--- src/rtl/bit_pattern_tx.sv ---
// bit_pattern_tx: serial pattern source for the Moore "110" detector.
// Accepts {pattern, length, repeat} over a valid/ready handshake, shifts the
// pattern out MSB-first one bit per clock, and runs a golden copy of the
// detector so expect_z lines up cycle-for-cycle with the detector's Z.
module bit_pattern_tx #(
    parameter int unsigned PAT_W = 16,
    parameter int unsigned LEN_W = 5,
    parameter int unsigned CNT_W = 8
) (
    input  logic             clk,
    input  logic             reset,
    input  logic             load_valid,
    output logic             load_ready,
    input  logic [PAT_W-1:0] load_pattern,
    input  logic [LEN_W-1:0] load_len,
    input  logic [CNT_W-1:0] load_repeat,
    input  logic             abort,
    output logic             X,
    output logic             bit_valid,
    output logic             done,
    output logic             expect_z
);

    // Transmitter states
    localparam logic [1:0] ST_IDLE = 2'd0;
    localparam logic [1:0] ST_SEND = 2'd1;
    localparam logic [1:0] ST_DONE = 2'd2;

    // Detector model states
    localparam logic [1:0] M_S0 = 2'd0;
    localparam logic [1:0] M_S1 = 2'd1;
    localparam logic [1:0] M_S2 = 2'd2;
    localparam logic [1:0] M_S3 = 2'd3;

    logic [1:0]       state_q, state_d;
    logic [PAT_W-1:0] pat_q, pat_d;
    logic [LEN_W-1:0] len_q, len_d;
    logic [LEN_W-1:0] idx_q, idx_d;
    logic [CNT_W-1:0] rep_q, rep_d;
    logic [1:0]       model_q, model_d;
    logic             x_q, x_d;
    logic             bit_valid_q, bit_valid_d;
    logic             done_q, done_d;
    logic             load_ready_q, load_ready_d;
    logic             expect_z_q, expect_z_d;

    logic             load_fire;
    logic             load_empty;
    logic [LEN_W-1:0] load_top;
    logic             load_first_bit;
    logic             last_bit;
    logic [LEN_W-1:0] idx_nxt;
    logic             send_nxt_bit;
    logic [1:0]       model_step_q;

    // Select bit i of p; indices at or beyond PAT_W read as 0.
    function automatic logic pick_bit(input logic [PAT_W-1:0] p, input logic [LEN_W-1:0] i);
        logic b;
        b = 1'b0;
        for (int unsigned k = 0; k < PAT_W; k++) begin
            if (i == LEN_W'(k)) begin
                b = p[k];
            end
        end
        return b;
    endfunction

    // Moore "110" detector transition function.
    function automatic logic [1:0] det_next(input logic [1:0] s, input logic b);
        logic [1:0] n;
        n = M_S0;
        case (s)
            M_S0:    n = b ? M_S1 : M_S0;
            M_S1:    n = b ? M_S2 : M_S0;
            M_S2:    n = b ? M_S2 : M_S3;
            M_S3:    n = b ? M_S1 : M_S0;
            default: n = M_S0;
        endcase
        return n;
    endfunction

    // Handshake decode and bit-select datapath
    always_comb begin
        load_fire      = (state_q == ST_IDLE) && load_valid;
        load_empty     = (load_len == '0) || (load_repeat == '0);
        load_top       = load_empty ? '0 : (load_len - LEN_W'(1));
        load_first_bit = pick_bit(load_pattern, load_top);
        last_bit       = (idx_q == '0) && (rep_q == CNT_W'(1));
        // Wrap to the MSB of the pattern at the end of each repeat.
        idx_nxt        = (idx_q == '0) ? (len_q - LEN_W'(1)) : (idx_q - LEN_W'(1));
        send_nxt_bit   = pick_bit(pat_q, idx_nxt);
        // Model only advances on cycles that actually carry a bit.
        model_step_q   = bit_valid_q ? det_next(model_q, x_q) : model_q;
    end

    // Next-state and registered-output logic
    always_comb begin
        state_d      = state_q;
        pat_d        = pat_q;
        len_d        = len_q;
        idx_d        = idx_q;
        rep_d        = rep_q;
        model_d      = model_q;
        x_d          = 1'b0;
        bit_valid_d  = 1'b0;
        done_d       = 1'b0;
        load_ready_d = 1'b0;
        expect_z_d   = expect_z_q;

        case (state_q)
            ST_IDLE: begin
                load_ready_d = 1'b1;
                if (load_fire) begin
                    pat_d        = load_pattern;
                    len_d        = load_len;
                    model_d      = M_S0;
                    expect_z_d   = 1'b0;
                    load_ready_d = 1'b0;
                    if (load_empty) begin
                        idx_d   = '0;
                        rep_d   = '0;
                        state_d = ST_DONE;
                        done_d  = 1'b1;
                    end else begin
                        idx_d       = load_top;
                        rep_d       = load_repeat;
                        state_d     = ST_SEND;
                        x_d         = load_first_bit;
                        bit_valid_d = 1'b1;
                    end
                end
            end

            ST_SEND: begin
                if (abort) begin
                    // The bit on the wire this cycle is still sent; the model
                    // is discarded so its update does not matter.
                    state_d      = ST_IDLE;
                    model_d      = M_S0;
                    expect_z_d   = 1'b0;
                    load_ready_d = 1'b1;
                    idx_d        = '0;
                    rep_d        = '0;
                end else begin
                    model_d    = model_step_q;
                    expect_z_d = (model_step_q == M_S3);
                    if (last_bit) begin
                        state_d = ST_DONE;
                        done_d  = 1'b1;
                    end else begin
                        idx_d       = idx_nxt;
                        x_d         = send_nxt_bit;
                        bit_valid_d = 1'b1;
                        if (idx_q == '0) begin
                            rep_d = rep_q - CNT_W'(1);
                        end
                    end
                end
            end

            ST_DONE: begin
                state_d      = ST_IDLE;
                load_ready_d = 1'b1;
            end

            default: begin
                state_d      = ST_IDLE;
                model_d      = M_S0;
                expect_z_d   = 1'b0;
                load_ready_d = 1'b1;
            end
        endcase
    end

    // State and output registers with asynchronous reset
    always_ff @(posedge clk or posedge reset) begin
        if (reset) begin
            state_q      <= ST_IDLE;
            pat_q        <= '0;
            len_q        <= '0;
            idx_q        <= '0;
            rep_q        <= '0;
            model_q      <= M_S0;
            x_q          <= 1'b0;
            bit_valid_q  <= 1'b0;
            done_q       <= 1'b0;
            load_ready_q <= 1'b1;
            expect_z_q   <= 1'b0;
        end else begin
            state_q      <= state_d;
            pat_q        <= pat_d;
            len_q        <= len_d;
            idx_q        <= idx_d;
            rep_q        <= rep_d;
            model_q      <= model_d;
            x_q          <= x_d;
            bit_valid_q  <= bit_valid_d;
            done_q       <= done_d;
            load_ready_q <= load_ready_d;
            expect_z_q   <= expect_z_d;
        end
    end

    assign X          = x_q;
    assign bit_valid  = bit_valid_q;
    assign done       = done_q;
    assign load_ready = load_ready_q;
    assign expect_z   = expect_z_q;

endmodule

--- config.mk ---
export PLATFORM = sky130hd
export DESIGN_NAME = bit_pattern_tx
export DESIGN_NICKNAME = d
export VERILOG_FILES = /design/src/rtl/bit_pattern_tx.sv
export SDC_FILE = /design/constraint.sdc
export NUM_CORES = 1
export LEC_CHECK = 0
export BUFFER_PORTS_ARGS = -buffer_cell sky130_fd_sc_hd__clkbuf_2
export CAP_MARGIN = 40
export CORE_MARGIN = 2
export CORE_UTILIZATION = 40
export DETAILED_ROUTE_END_ITERATION = 12
export PLACE_DENSITY = 0.69
export SLEW_MARGIN = 10
export SYNTH_ARGS = -nofsm -noshare
export SYNTH_HDL_FRONTEND = slang
export SYNTH_SLANG_ARGS = --single-unit
--- constraint.sdc ---
create_clock -name clk -period 6.7 [get_ports clk]
set_clock_uncertainty 0.2 [all_clocks]
set_input_delay 1.34 -clock clk [delete_from_list [all_inputs] [get_ports clk]]
set_output_delay 1.34 -clock clk [all_outputs]
set_load 0.05 [all_outputs]
==> results.yml <==
run_status:
  outcome: "complete, no violations"
power:
  pwr-share-comb_pct: 38.8
  swShare_pct: 39.20
  total_power_mw: 1.055
  power_switching_uw: 413.6
  power_frac_seq_pct: 38.3
  power_density_nw_per_um2: 331.5
  internal-power_uw: 641.4
  power.share.clock_pct: 22.9
  irDropWorstVdd_uv: 151.2
  p_leak_nw: 1.390
synth:
  synth_nets: 358
  async_reset_ff_share_pct: 100.0
  synth_compound_area_share_pct: 24.52
  netlist_area_um2: 2801
  synth-simple-area-share_pct: 17.87
  yosysUniqueCellTypes: 56
  synth_warnings: 0
  syn_area_per_cell_um2: 8.837
  seq_area_frac_synth_pct: 38.45
  synth_mux_area_share_pct: 8.173
  synthAdderAreaFrac_pct: 3.573
  ys_seq_elements: 43
  ys.flop_type: "dfrtp_1"
  synth_top_family_by_area: "compound AO/OA/AOI/OAI gates"
  syn-instance-count: 317
  synth-xor-area-share_pct: 1.876
  synth_edf_count: 0
sta:
  finalWorstSetupSlack_ns: 3.216
  period_share_pct: 52.00
  drv_slew: 0
  fin_crit_ns: 3.484
  worst_pin_slew_ns: 0.8033
  tns_ns: 0
  rsz0062_at_grt: "no"
  setup_viol: 0
  hold_ws_ns: 0.3162
  relSlewSlack_pct: 46.04
  hold_violations: 0
  fmax_ghz: 0.2870
worst_setup_path:
  reg2reg_from: "idx_q[2]"
  rr_worst_depth: 10
  critPathMaxFanout: 18
  critPathCaptureType: "register"
  crit_required_ns: 6.68
  worst_r2r_endpoint: "X"
  timing.setup.critical_path_class: "primary input to register"
  r2r_setup_slack_ns: 3.26
  critical_path.startpoint_type: "primary input"
  cp.arrival_ns: 3.47
  crit_chain: "clkbuf_2 > inv_1 > ha_1 > a21oi_1 > o21ai_0 > nor3b_1 > a211oi_1 > nand3_1 > a211o_1"
  slowest_stage: "ha_1"
  critPathMaxStageDelay_ns: 0.67
drt:
  dr_total_vias: 2575
  firstDrtPassIters: 5
  totalWireLength_um: 7094
  drc: 0
  drtIter0Drc: 223
  postRouteAntennaNets: 0
  wl_per_cell_um: 15.98
  via_per_inst: 5.800
final_layout:
  layout.nets: 388
  syn_to_final_growth_pct: 13.62
  stdcell_count: 444
  finish.instance_area_um2: 3183
  postLayoutCoreUtil_pct: 46.85
  drive_above_1_share_pct: 21.26
  antennaDiodeCount: 0
clock_network:
  cts.sinks: 43
  clock_path_buffers: 2
  tritoncts: "yes"
  clk_latency_ns: 0.30
  cts_hold_buf: 0
  post_cts.repair.setup_buffers: 0
  clk_pin_slew_ns: 0.08
  cts_resized: 0
  cts_max_level: 2
  cts_root_buf: "clkbuf_8"
  numCtsBuffers: 5
placement:
  io_buffers: 37
  dp_hpwl_um: 5338
  placedCellCount: 436
  place_area_um2: 3050
  gp_congestion: 0.9283
  pre_cts_ws_ns: 2.952
flow_run:
  cap_viol_max_count: 0
global_route:
  antenna_found_initial: 0
  grt.overflow.total: 0
  grt_pass1_wl_um: 11960
  first_global_vias: 2355
  grtUsageTotal_pct: 19.84
  grt_max_degree: 44
hold_path:
  hold_start: "pat_q[4]"
  worstHoldEndpoint: "pat_q[4]"
  hold_path_class: "register to register"
  hold_path_depth: 1
die:
  core_um2: 6794
  start_util_pct: 41.23
  io_pins: 38
  die_w_um: 87.69
  die_area_um2: 7689
  dieHeight_um: 87.69
  rows: 30
[cell type report]
cell class                      count  area [µm²]
Clock buffer                        6       72.57
Clock inverter                      2       60.06
Fill cell                         652        3611
Inverter                           21       78.83
Multi-Input combinational cell    237        1574
Sequential cell                    43        1077
Tap cell                           96       120.1
Timing Repair Buffer               39       200.2
[cell usage in the layout, fill, tap and decap left out, types with 3 or more instances in the layout]
cell       n
o22ai_1    4
and2_1     4
a32o_1     3
dfrtp_1   42
a22oi_1    8
nand3_1    7
o221ai_1   3
nor2_1    24
ha_1       8
a31oi_1    6
nor3b_1    3
clkbuf_8   5
o21ai_0   33
inv_1     20
a21oi_1   19
and3_1     3
xnor2_1    4
nor2b_1    5
a22o_1     3
mux2_2    15
mux2i_1    6
nor4_1     5
a211o_1    4
clkbuf_2  37
o21a_1     3
a211oi_1   3
nor3_1     8
nand4_1    3
nand2_1   21
[cell families (layout without fill, tap and decap cells)]
logic type	after synthesis	in the layout
flops	43	43
compound gates	105	105
fa+ha+maj	8	8
xor+xnor	6	6
mux	21	21
simple gates	97	97
buf+inv	37	68
[state kept, by name (all words and copies together), names as in the netlist]
register / cells
X: 1
bit_valid: 1
done: 1
expect_z: 1
idx_q: 5
len_q: 5
load_ready: 1
model_q: 2
pat_q: 16
rep_q: 8
state_q: 2
[cell usage after synthesis, types with 2 or more instances]
cell	n	share of area, %
ha_1	8	3.6
a31o_2	2	0.63
a21oi_1	19	3.4
nor2b_1	5	1.1
or2_2	2	0.45
a211o_1	4	1.3
o221ai_1	3	0.94
clkbuf_1	9	1.2
nor3b_1	4	1.1
o22ai_1	4	0.89
a211oi_1	3	0.80
and2_1	4	0.89
dfrtp_1	42	38
a31oi_1	6	1.3
or3_1	2	0.45
mux2_2	15	6.0
o211ai_1	2	0.54
nor3_1	8	1.4
or4_1	2	0.54
a22oi_1	8	2.1
o21ai_0	33	5.9
xor2_1	2	0.63
inv_1	21	2.8
mux2i_1	6	2.1
nor4_1	5	1.1
nand4_1	3	0.67
a32o_1	3	1.1
and3_1	3	0.67
xnor2_1	4	1.3
a32oi_1	2	0.63
nor2_1	24	3.2
nand3_1	7	1.3
nand3b_1	2	0.54
o21a_1	3	0.80
a22o_1	3	0.94
nand2_1	21	2.8
buf_2	4	0.71
[worst max-delay path by stage]
stage / to / cells past startpoint / slack [ns] / startpoint
after detailed placement: X / 9 / 2.95 / load_len[0]
after CTS: X / 9 / 3.25 / load_len[0]
final: X / 9 / 3.22 / load_len[0]
after global routing: X / 10 / 2.91 / idx_q[2]
after global placement: X / 9 / 3.00 / load_len[0]
after floorplan: X / 9 / 3.08 / load_len[0]
[critical path, delay by kind of cell]
kind	cells	cell delay, ns
AO/OA/AOI/OAI	4	0.89
AND/OR/NAND/NOR	2	0.19
adder cells (fa/ha/maj)	1	0.67
buffers and inverters	2	0.38
[power groups by stage]
stage          Combinational [mW]  Sequential (mW)  Clock (mW)
3_3_place_gp                0.396            0.406           0
5_1_grt                     0.458            0.415       0.258
4_1_cts                     0.404            0.402       0.246
6_report                    0.409            0.404       0.242
2_1_floorplan               0.332            0.379           0
3_5_place_dp                0.402            0.407           0
[metal layers]
layer / vias to the layer above / wire length (µm) / global-route usage, %
met3: 6 / 398 / 2.733
met1: 1255 / 3338 / 28.87
met2: 91 / 3292 / 30.30
met5: - / 0 / 0
met4: 0 / 65 / 6.853
li1: 1223 / - / -
No activity file was read; power rests on OpenSTA's default activity.
